===== config.mk =====
export PLATFORM = sky130hd
export DESIGN_NAME = pim_microprog_sequencer
export DESIGN_NICKNAME = d
export VERILOG_FILES = /design/src/rtl/pim_microprog_sequencer.sv
export SDC_FILE = /design/constraint.sdc
export NUM_CORES = 1
export LEC_CHECK = 0
export CAP_MARGIN = 25
export CORE_AREA = 2 2 211 213
export DETAILED_ROUTE_END_ITERATION = 8
export DIE_AREA = 0 0 213 215
export PLACE_DENSITY_LB_ADDON = 0.2
export SLEW_MARGIN = 20
export SYNTH_ARGS = -nofsm -noshare
export SYNTH_HDL_FRONTEND = slang
export SYNTH_SLANG_ARGS = --single-unit

===== constraint.sdc =====
create_clock -name clk -period 3.75 [get_ports clk]
set_clock_uncertainty 0.05 [all_clocks]
set_input_delay 0.9375 -clock clk [delete_from_list [all_inputs] [get_ports clk]]
set_output_delay 0.9375 -clock clk [all_outputs]
set_load 0.05 [all_outputs]

===== src/rtl/pim_microprog_sequencer.sv =====
// -----------------------------------------------------------------------------
// pim_microprog_sequencer
//
// Pops WORDS-word microprogram entries from the CPU-side FIFO and issues them
// one command at a time, word 0 first, to the PIM core command port. Before it
// issues the next command it waits for core_done. When no entry is in flight
// it also forwards direct CPU commands into the same port. A direct command
// wins over an entry when both are pending in IDLE.
//
// Optional feature (macro PIM_SEQ_WATCHDOG_EN):
//   defined   - a per-command watchdog aborts an entry or a direct command
//               after WDOG_CYCLES cycles without core_done and sets
//               err_timeout.
//   undefined - no counter, err_timeout tied low, waits are unbounded.
//
// Ports:
//   clk, rst_n        clock, asynchronous active-low reset
//   mp_valid/ready    FIFO entry present / pop strobe (one cycle per entry)
//   mp_data           WORDS packed command words, word 0 in LSBs
//   run_en            level gate for popping the next entry
//   cpu_cmd_*         direct CPU command valid/data/ready
//   core_cmd_*        command to the core, valid/ready handshake
//   core_done         one-cycle completion pulse from the core
//   seq_busy          FSM not in IDLE
//   idle              IDLE and nothing pending on either input
//   entries_done      completed-entry counter, wraps
//   err_illegal       sticky: an illegal opcode was skipped
//   err_timeout       sticky: watchdog expired
// -----------------------------------------------------------------------------
module pim_microprog_sequencer #(
    parameter int CMD_W       = 64,
    parameter int WORDS       = 4,
    parameter int CNT_W       = 16,
    parameter int WDOG_CYCLES = 4096
) (
    input  logic                   clk,
    input  logic                   rst_n,
    input  logic                   mp_valid,
    input  logic [CMD_W*WORDS-1:0] mp_data,
    output logic                   mp_ready,
    input  logic                   run_en,
    input  logic                   cpu_cmd_valid,
    input  logic [CMD_W-1:0]       cpu_cmd_data,
    output logic                   cpu_cmd_ready,
    output logic                   core_cmd_valid,
    output logic [CMD_W-1:0]       core_cmd_data,
    input  logic                   core_cmd_ready,
    input  logic                   core_done,
    output logic                   seq_busy,
    output logic                   idle,
    output logic [CNT_W-1:0]       entries_done,
    output logic                   err_illegal,
    output logic                   err_timeout
);

    // Legal opcodes. These must match the core's opcode map.
    localparam logic [7:0] OPC_FETCH_INPUT   = 8'h01;
    localparam logic [7:0] OPC_FETCH_WEIGHTS = 8'h02;
    localparam logic [7:0] OPC_COMPUTE       = 8'h03;
    localparam logic [7:0] OPC_STORE_OUTPUT  = 8'h04;

    localparam int IDX_W = (WORDS > 1) ? $clog2(WORDS) : 1;

    if (WDOG_CYCLES < 2) begin : g_bad_wdog
        $error("WDOG_CYCLES must be at least 2");
    end

    typedef enum logic [2:0] {
        S_IDLE,
        S_ISSUE,
        S_WAIT_DONE,
        S_ADVANCE,
        S_D_ISSUE,
        S_D_WAIT
    } state_e;

    state_e                   state_q, state_d;
    logic [CMD_W*WORDS-1:0]   entry_q, entry_d;
    logic [IDX_W-1:0]         idx_q, idx_d;
    logic [CMD_W-1:0]         dcmd_q, dcmd_d;
    logic [CNT_W-1:0]         cnt_q, cnt_d;
    logic                     err_illegal_q, err_illegal_d;

`ifdef PIM_SEQ_WATCHDOG_EN
    localparam int WD_W = $clog2(WDOG_CYCLES + 1);
    logic [WD_W-1:0]          wdog_q, wdog_d;
    logic                     err_timeout_q, err_timeout_d;
`endif

    logic [CMD_W-1:0]         words [WORDS];
    logic [CMD_W-1:0]         cur_word;
    logic [7:0]               cur_opc;
    logic                     cur_legal;
    logic                     mp_ready_c;
    logic                     cpu_ready_c;

    always_comb begin
        for (int i = 0; i < WORDS; i++) begin
            words[i] = entry_q[i*CMD_W +: CMD_W];
        end
    end

    assign cur_word  = words[idx_q];
    assign cur_opc   = cur_word[CMD_W-1 -: 8];
    assign cur_legal = (cur_opc == OPC_FETCH_INPUT)   || (cur_opc == OPC_FETCH_WEIGHTS) ||
                       (cur_opc == OPC_COMPUTE)       || (cur_opc == OPC_STORE_OUTPUT);

    // NOTE: every variable gets a default before the case so no path leaves one unassigned, which would infer a latch.
    always_comb begin
        state_d        = state_q;
        entry_d        = entry_q;
        idx_d          = idx_q;
        dcmd_d         = dcmd_q;
        cnt_d          = cnt_q;
        err_illegal_d  = err_illegal_q;
        mp_ready_c     = 1'b0;
        cpu_ready_c    = 1'b0;
        core_cmd_valid = 1'b0;
        core_cmd_data  = '0;
`ifdef PIM_SEQ_WATCHDOG_EN
        wdog_d         = wdog_q;
        err_timeout_d  = err_timeout_q;
`endif

        case (state_q)
            S_IDLE: begin
                if (cpu_cmd_valid) begin
                    cpu_ready_c = 1'b1;
                    dcmd_d      = cpu_cmd_data;
                    state_d     = S_D_ISSUE;
                end else if (mp_valid && run_en) begin
                    mp_ready_c = 1'b1;
                    entry_d    = mp_data;
                    idx_d      = '0;
                    state_d    = S_ISSUE;
                end
            end

            S_ISSUE: begin
                core_cmd_data = cur_word;
                if (cur_legal) begin
                    core_cmd_valid = 1'b1;
                    if (core_cmd_ready) begin
                        state_d = S_WAIT_DONE;
`ifdef PIM_SEQ_WATCHDOG_EN
                        wdog_d  = '0;
`endif
                    end
                end else begin
                    // An illegal word is skipped. The rest of the entry still runs.
                    err_illegal_d = 1'b1;
                    state_d       = S_ADVANCE;
                end
            end

            S_WAIT_DONE: begin
                if (core_done) begin
                    state_d = S_ADVANCE;
                end
`ifdef PIM_SEQ_WATCHDOG_EN
                else if (wdog_q == WD_W'(WDOG_CYCLES - 1)) begin
                    err_timeout_d = 1'b1;
                    state_d       = S_IDLE;
                end else begin
                    wdog_d = wdog_q + WD_W'(1);
                end
`endif
            end

            S_ADVANCE: begin
                if (idx_q == IDX_W'(WORDS - 1)) begin
                    cnt_d   = cnt_q + CNT_W'(1);
                    state_d = S_IDLE;
                end else begin
                    idx_d   = idx_q + IDX_W'(1);
                    state_d = S_ISSUE;
                end
            end

            S_D_ISSUE: begin
                core_cmd_valid = 1'b1;
                core_cmd_data  = dcmd_q;
                if (core_cmd_ready) begin
                    state_d = S_D_WAIT;
`ifdef PIM_SEQ_WATCHDOG_EN
                    wdog_d  = '0;
`endif
                end
            end

            S_D_WAIT: begin
                if (core_done) begin
                    state_d = S_IDLE;
                end
`ifdef PIM_SEQ_WATCHDOG_EN
                else if (wdog_q == WD_W'(WDOG_CYCLES - 1)) begin
                    err_timeout_d = 1'b1;
                    state_d       = S_IDLE;
                end else begin
                    wdog_d = wdog_q + WD_W'(1);
                end
`endif
            end

            default: state_d = S_IDLE;
        endcase
    end

    // NOTE: sequential state uses non-blocking assignments so every flop samples pre-edge values.
    // NOTE: the entry register is reset on purpose: a cleared entry leaves no stale command visible after reset.
    always_ff @(posedge clk or negedge rst_n) begin
        if (!rst_n) begin
            state_q       <= S_IDLE;
            entry_q       <= '0;
            idx_q         <= '0;
            dcmd_q        <= '0;
            cnt_q         <= '0;
            err_illegal_q <= 1'b0;
        end else begin
            state_q       <= state_d;
            entry_q       <= entry_d;
            idx_q         <= idx_d;
            dcmd_q        <= dcmd_d;
            cnt_q         <= cnt_d;
            err_illegal_q <= err_illegal_d;
        end
    end

`ifdef PIM_SEQ_WATCHDOG_EN
    always_ff @(posedge clk or negedge rst_n) begin
        if (!rst_n) begin
            wdog_q        <= '0;
            err_timeout_q <= 1'b0;
        end else begin
            wdog_q        <= wdog_d;
            err_timeout_q <= err_timeout_d;
        end
    end
    assign err_timeout = err_timeout_q;
`else
    assign err_timeout = 1'b0;
`endif

    // The input-dependent strobes are masked by rst_n. While reset is held,
    // this keeps the FIFO from seeing a pop and keeps every output at 0.
    assign mp_ready      = rst_n & mp_ready_c;
    assign cpu_cmd_ready = rst_n & cpu_ready_c;
    assign seq_busy      = (state_q != S_IDLE);
    assign idle          = rst_n & (state_q == S_IDLE) & ~mp_valid & ~cpu_cmd_valid;
    assign entries_done  = cnt_q;
    assign err_illegal   = err_illegal_q;

endmodule


# Yosys cells after proc, flatten, opt, wreduce, memory -nomap -nowiden
# Index checks and enable logic that the tools add are counted.
[word_totals] reg_bits=342 latchBits=0 mem_bits_rw=0 rom_bits=0 out_inout_bits=87 word_cells=73 memories=0
[op_classes] add_sub_neg=2 multipliers=0 div=0 magnitude_cmp=1 n_eq_ne=18 shifts=0 mux=24 n_bitwise=9 n_reduce_logical=13
[ops] operator="$bmux W64 S2" n=1
[ops] operator="$mux W64" n=2
[ops] operator="$pmux W64 S2" n=1
[ops] operator="$mux W3" n=7
[ops] operator="$pmux W3 S6" n=1
[ops] operator="$add A16 B1 Y16 const B" n=1
[ops] operator="$eq A8 B2 Y1 const B" n=2
[ops] operator="$ne A2 B2 Y1 const B" n=6
[ops] operator="$eq A8 B1 Y1 const B" n=1
[ops] operator="$eq A8 B3 Y1 const B" n=1
[ops] operator="$mux W1" n=7
[ops] operator="$eq A3 B2 Y1 const B" n=2
[ops] operator="$eq A3 B3 Y1 const B" n=2
[ops] operator="$mux W2" n=3
[ops] operator="$ne A3 B3 Y1 const B" n=2
[ops] operator="$reduce_and A2 Y1" n=3
[ops] operator="$and A1 B1 Y1" n=5
[ops] operator="$reduce_and A5 Y1" n=1
[ops] operator="$pmux W2 S2" n=1
[ops] operator="$reduce_and A4 Y1" n=1
[ops] operator="$eq A3 B1 Y1 const B" n=1
[ops] operator="$ge A3 B3 Y1 const B" n=1
[ops] operator="$logic_not A3 Y1" n=1
[ops] operator="$logic_or A1 B1 Y1" n=3
[ops] operator="9 further kinds" n=11

# Longest topological paths before layout
[depth] word_depth=10 depth_mapped=7 mapped_depth_nobuf=5

# Worst setup path after synthesis
# Ideal clock, no wire load.
[synth_timing] kind="flip-flop to output port" start="register state_q[0]" end="output idle" arrival_ns=2.802 required_ns=2.763 path_slack_ns=-0.040 stages_incl_launch_ff=4 n_path_buf=1 path_cell_list="dfrtp_1 > or3_1 > clkbuf_1 > nor4b_1"
[synth_via] elab_chain_len=4
[synth_rtl] item="from (decl)" line="77" rtl="state_e state_q, state_d;"
[synth_rtl] item="from (signal assigned)" line="220" rtl="state_q <= state_d;"
[synth_rtl] item="$logic_not A3 Y1" line="249" rtl="assign idle = rst_n & (state_q == S_IDLE) & ~mp_valid & ~cpu_cmd_valid;"
[synth_rtl] item="$and A1 B1 Y1 (3 in series)" line="249"
[synth_rtl] item="to (decl)" line="50" rtl="output logic idle,"
# No other way between the ends.

# Worst setup path in the final report
[layout_timing] start="register idx_q[0]" end="output core_cmd_valid"
[layout_via] elab_chain_len=10
[layout_rtl] item="from (decl)" line="79" rtl="logic [IDX_W-1:0] idx_q, idx_d;"
[layout_rtl] item="from (signal assigned)" line="222" rtl="idx_q <= idx_d;"
[layout_rtl] item="$not A2 Y3 (implied by the code) (*)" line="103" rtl="assign cur_word = words[idx_q];"
[layout_rtl] item="$bmux W64 S2 (*)" line="103"
[layout_rtl] item="$mux W64 (implied by the code) (*) (2 in series)" line="103"
[layout_rtl] item="$eq A8 B1 Y1 or $eq A8 B2 Y1 (tied branches)" line="105" rtl="assign cur_legal = (cur_opc == OPC_FETCH_INPUT) || (cur_opc == OPC_FETCH_WEIGHTS) ||"
[layout_rtl] item="$logic_or A1 B1 Y1 (2 in series)" line="105"
[layout_rtl] item="$logic_or A1 B1 Y1 (*)" line="106" rtl="(cur_opc == OPC_COMPUTE) || (cur_opc == OPC_STORE_OUTPUT);"
[layout_rtl] item="$mux W1 (*)" line="141" rtl="if (cur_legal) begin"
[layout_rtl] item="$pmux W1 S2 (*)" line="125" rtl="case (state_q)"
[layout_rtl] item="to (decl)" line="45" rtl="output logic core_cmd_valid,"
# Mark *: on every way between the ends. The rest lies on a longest branch, timed or not. The select of a mux whose other input is x is not followed.

==> summary.md <==
| Metric | Value |
|---|---|
| Status | completed |
| Clk slew on worst S/H paths | 0.06 ns |
| Avg Synthesized Cell Area | 15.8 µm² |
| Largest net degree at the start of global routing | 148 |
| CP arrival | between 2 and 3 ns |
| Die X | 213 µm |
| Clock Latency Late Sink | 0.54 ns |
| Final max-slew violation count | 0 |
| Slew margin rel. | 41.9% |
| Max FO, Critical Path | 7 |
| Asr flop ratio synth | 100% |
| Via Count | ~9800 |
| Synth Area in Compound Gates | 4.56% |
| Setup violators final | 0 |
| Placed Area | 0.0202 mm² |
| Cts hold-fix bufs | 0 |
| Layout area overhead | 43.0% |
| WS Path Type | flop to primary output |
| Slack of the critical path | 0.0973 ns |
| Commonest non-fill, non-tap cell in the layout | clkdlybuf4s50_1 |
| Register bit count reported by yosys | ~340 |
| TritonCTS Buffers | 40 |
| Synth Area in XOR/XNOR | 0.871% |
| Synth Area in Adders | 0.166% |
| Share of layout cells above drive strength 1 | 39.0% |
| Initial DRC Count | 403 |
| Place WS | 0.337 ns |
| DR DRC count | 0 |
| Min-Delay Path Class | input port to asynchronous set/reset pin |
| Root buffer cell | clkbuf_16 |
| Hold slack | 0.174 ns |
| Critical Path Start Type | flop |
| Yosys warnings | 0 |
| Most frequent cells in the layout | 343 x clkdlybuf4s50_1, 340 x dfrtp_1, 321 x mux2_2 |
| Static leakage | 8.87 nW |
| PD cells | 844 mW/mm² |
| First drt pass iteration count | 4 |
| Number of synthesized flops with an enable pin | 0 |
| CTS tree | done |
| Post-DRT Antenna Nets | 0 |
| Vias in the first global route | between 10000 and 15000 |
| Core area | 0.0436 mm² |
| Dpl cells | 1902 |
| Gpl congestion | approximately 0.76 |
| Fin. Hold Viols | 0 |
| Peak VDD IR | 437 µV |
| Mapped cell area | 0.0151 mm² |
| WP data required | approximately 2.8 ns |
| Htree depth | 2 |
| Area share of and/or/nand/nor cells after synthesis | 1.79% |
| I/O pins | approximately 410 |
| Die height | about 220 µm |
| Largest family of logic cells by synthesized area | multiplexers |
| Fin crit share | between 90% and 100% |
| Mux contribution to synthesized area | 33.6% |
| Starting Density | between 30% and 40% |
| Layout Nets | about 1700 |
| Fillers | 3842 |
| Final Instance Count excl. Fillers | a little under 2000 |
| Post-DP HPWL | ~28000 µm |
| TNS Setup | 0 ns |
| Yosys cell types | 45 |
| Min Tclk post-route | 3.65 ns |
| Congestion Overflow GR | 0 |
| Initial antenna violation count | 14 |
| Register area share after synthesis | 56.7% |
| Max cap viols | 0 |
| GRT Util Overall | 18.8% |
| Row cnt | 77 |
| Syn nets | 1283 |
| Worst Setup End Kind | primary output |
| Final WL | 42400 µm |
| First-pass GRT wire length | 65200 µm |
| IO buf count | 412 |
| Most common flop cell mapped by yosys | dfrtp_1 |
| Avg WL per Cell | about 21 µm |
| RSZ-0062 raised after global routing | true |
| Clock sinks | between 300 and 400 |
| Finished Cell Area | ~0.022 mm² |
| Worst-Margin Slew | slightly below 0.9 ns |
| Cell count after synthesis | 954 |
| Maximum clock frequency | 274 MHz |
| Via density per instance | around 4.9 |
| CTS max path bufs | 3 |
| Die area | 0.0458 mm² |
cell families (layout without fill, tap and decap cells):
family	Yosys count	after routing
AND/OR/NAND/NOR	49	49
other	1	9
adder cells (fa/ha/maj)	2	2
multiplexers	385	385
flip-flops	342	342
XOR/XNOR	15	15
AO/OA/AOI/OAI	81	81
buffers and inverters	79	507
repair_timing:
action,4_1_cts,5_1_grt
setup endpoints to repair,8,2
pin swaps,1,1
resized for setup,3,2
hold endpoints to repair,0,0
setup buffers,6,0
layer usage:
layer,share of wire [%],track usage (%),vias up,wire length (µm)
met3,8.4,6.56,64,3570
li1,-,-,4398,-
met4,2.2,6.29,14,926
met2,48,30.6,281,20500
met1,41,23.2,5046,17300
met5,0.22,0,-,92
metrics by stage:
stage	util, %	power (mW)
after floorplan	-	11.5
after global placement	46.3	14.3
after detailed placement	46.3	14.5
after CTS	49.4	18.5
after global routing	49.4	19.2
final	49.4	18.2
power breakdown:
group | internal [mW] | switching (mW) | total (mW)
clock network | 2.31 | 1.51 | 3.82
logic | 4.30 | 3.73 | 8.03
registers | 5.45 | 0.914 | 6.36
total | 12.1 | 6.15 | 18.2
final cells by class:
type,instances,area [µm²],area share (%)
flip-flops and latches,342,8570,39.7
multi-input cells,533,6230,28.9
repair buffers,432,4720,21.9
clock buffers,60,1190,5.50
well taps,592,741,3.43
clock inverters,6,83.8,0.388
inverters,9,33.8,0.157
diodes,8,20.0,0.0928
sequential cells by signal (all words and copies together) (netlist names):
signal,count
err_illegal,1
entry_q,256
state_q,3
dcmd_q,64
entries_done,16
idx_q,2
worst max-delay path: stages (launching register included):
cell and delay, ns:
dfrtp_4 0.45, buf_12 0.14, mux4_2 0.52, or3_4 0.41
a211oi_2 0.16, buf_4 0.14, a21o_1 0.15, buf_12 0.14
path summary, 6_finish.rpt:
| check | slack, ns | end | start | cells after the start |
|---|---|---|---|---|
| max | 0.1 | core_cmd_valid | idx_q[0] | 7 |
| min | 0.17 | dcmd_q[57] | rst_n | 1 |
| max reg2reg | 1.02 | entry_q[23] | state_q[0] | 5 |
| min reg2reg | 0.43 | err_illegal | err_illegal | 1 |
| max in group asynchronous | 1.96 | dcmd_q[32] | rst_n | 3 |
| min in group clk | 0.43 | err_illegal | err_illegal | 1 |
cells in the mapped netlist, drive strengths merged (2+ instances only):
library cell | count | area share (%)
a22o | 64 | 3.7
nor2 | 8 | 0.20
buf | 39 | 1.3
mux2 | 321 | 24
nand3 | 3 | 0.099
nor3 | 8 | 0.30
a21oi | 2 | 0.066
nand4 | 3 | 0.12
xnor2 | 7 | 0.41
xor2 | 8 | 0.46
dfrtp | 342 | 57
and2 | 3 | 0.12
o21ai | 2 | 0.066
nand2 | 9 | 0.22
mux4 | 64 | 9.6
nand2b | 2 | 0.083
clkbuf | 31 | 0.77
o21bai | 3 | 0.15
nor3b | 2 | 0.099
ha | 2 | 0.17
inv | 9 | 0.22
or3 | 3 | 0.12
a2111oi | 2 | 0.12
(Power assumes the default switching activity.)
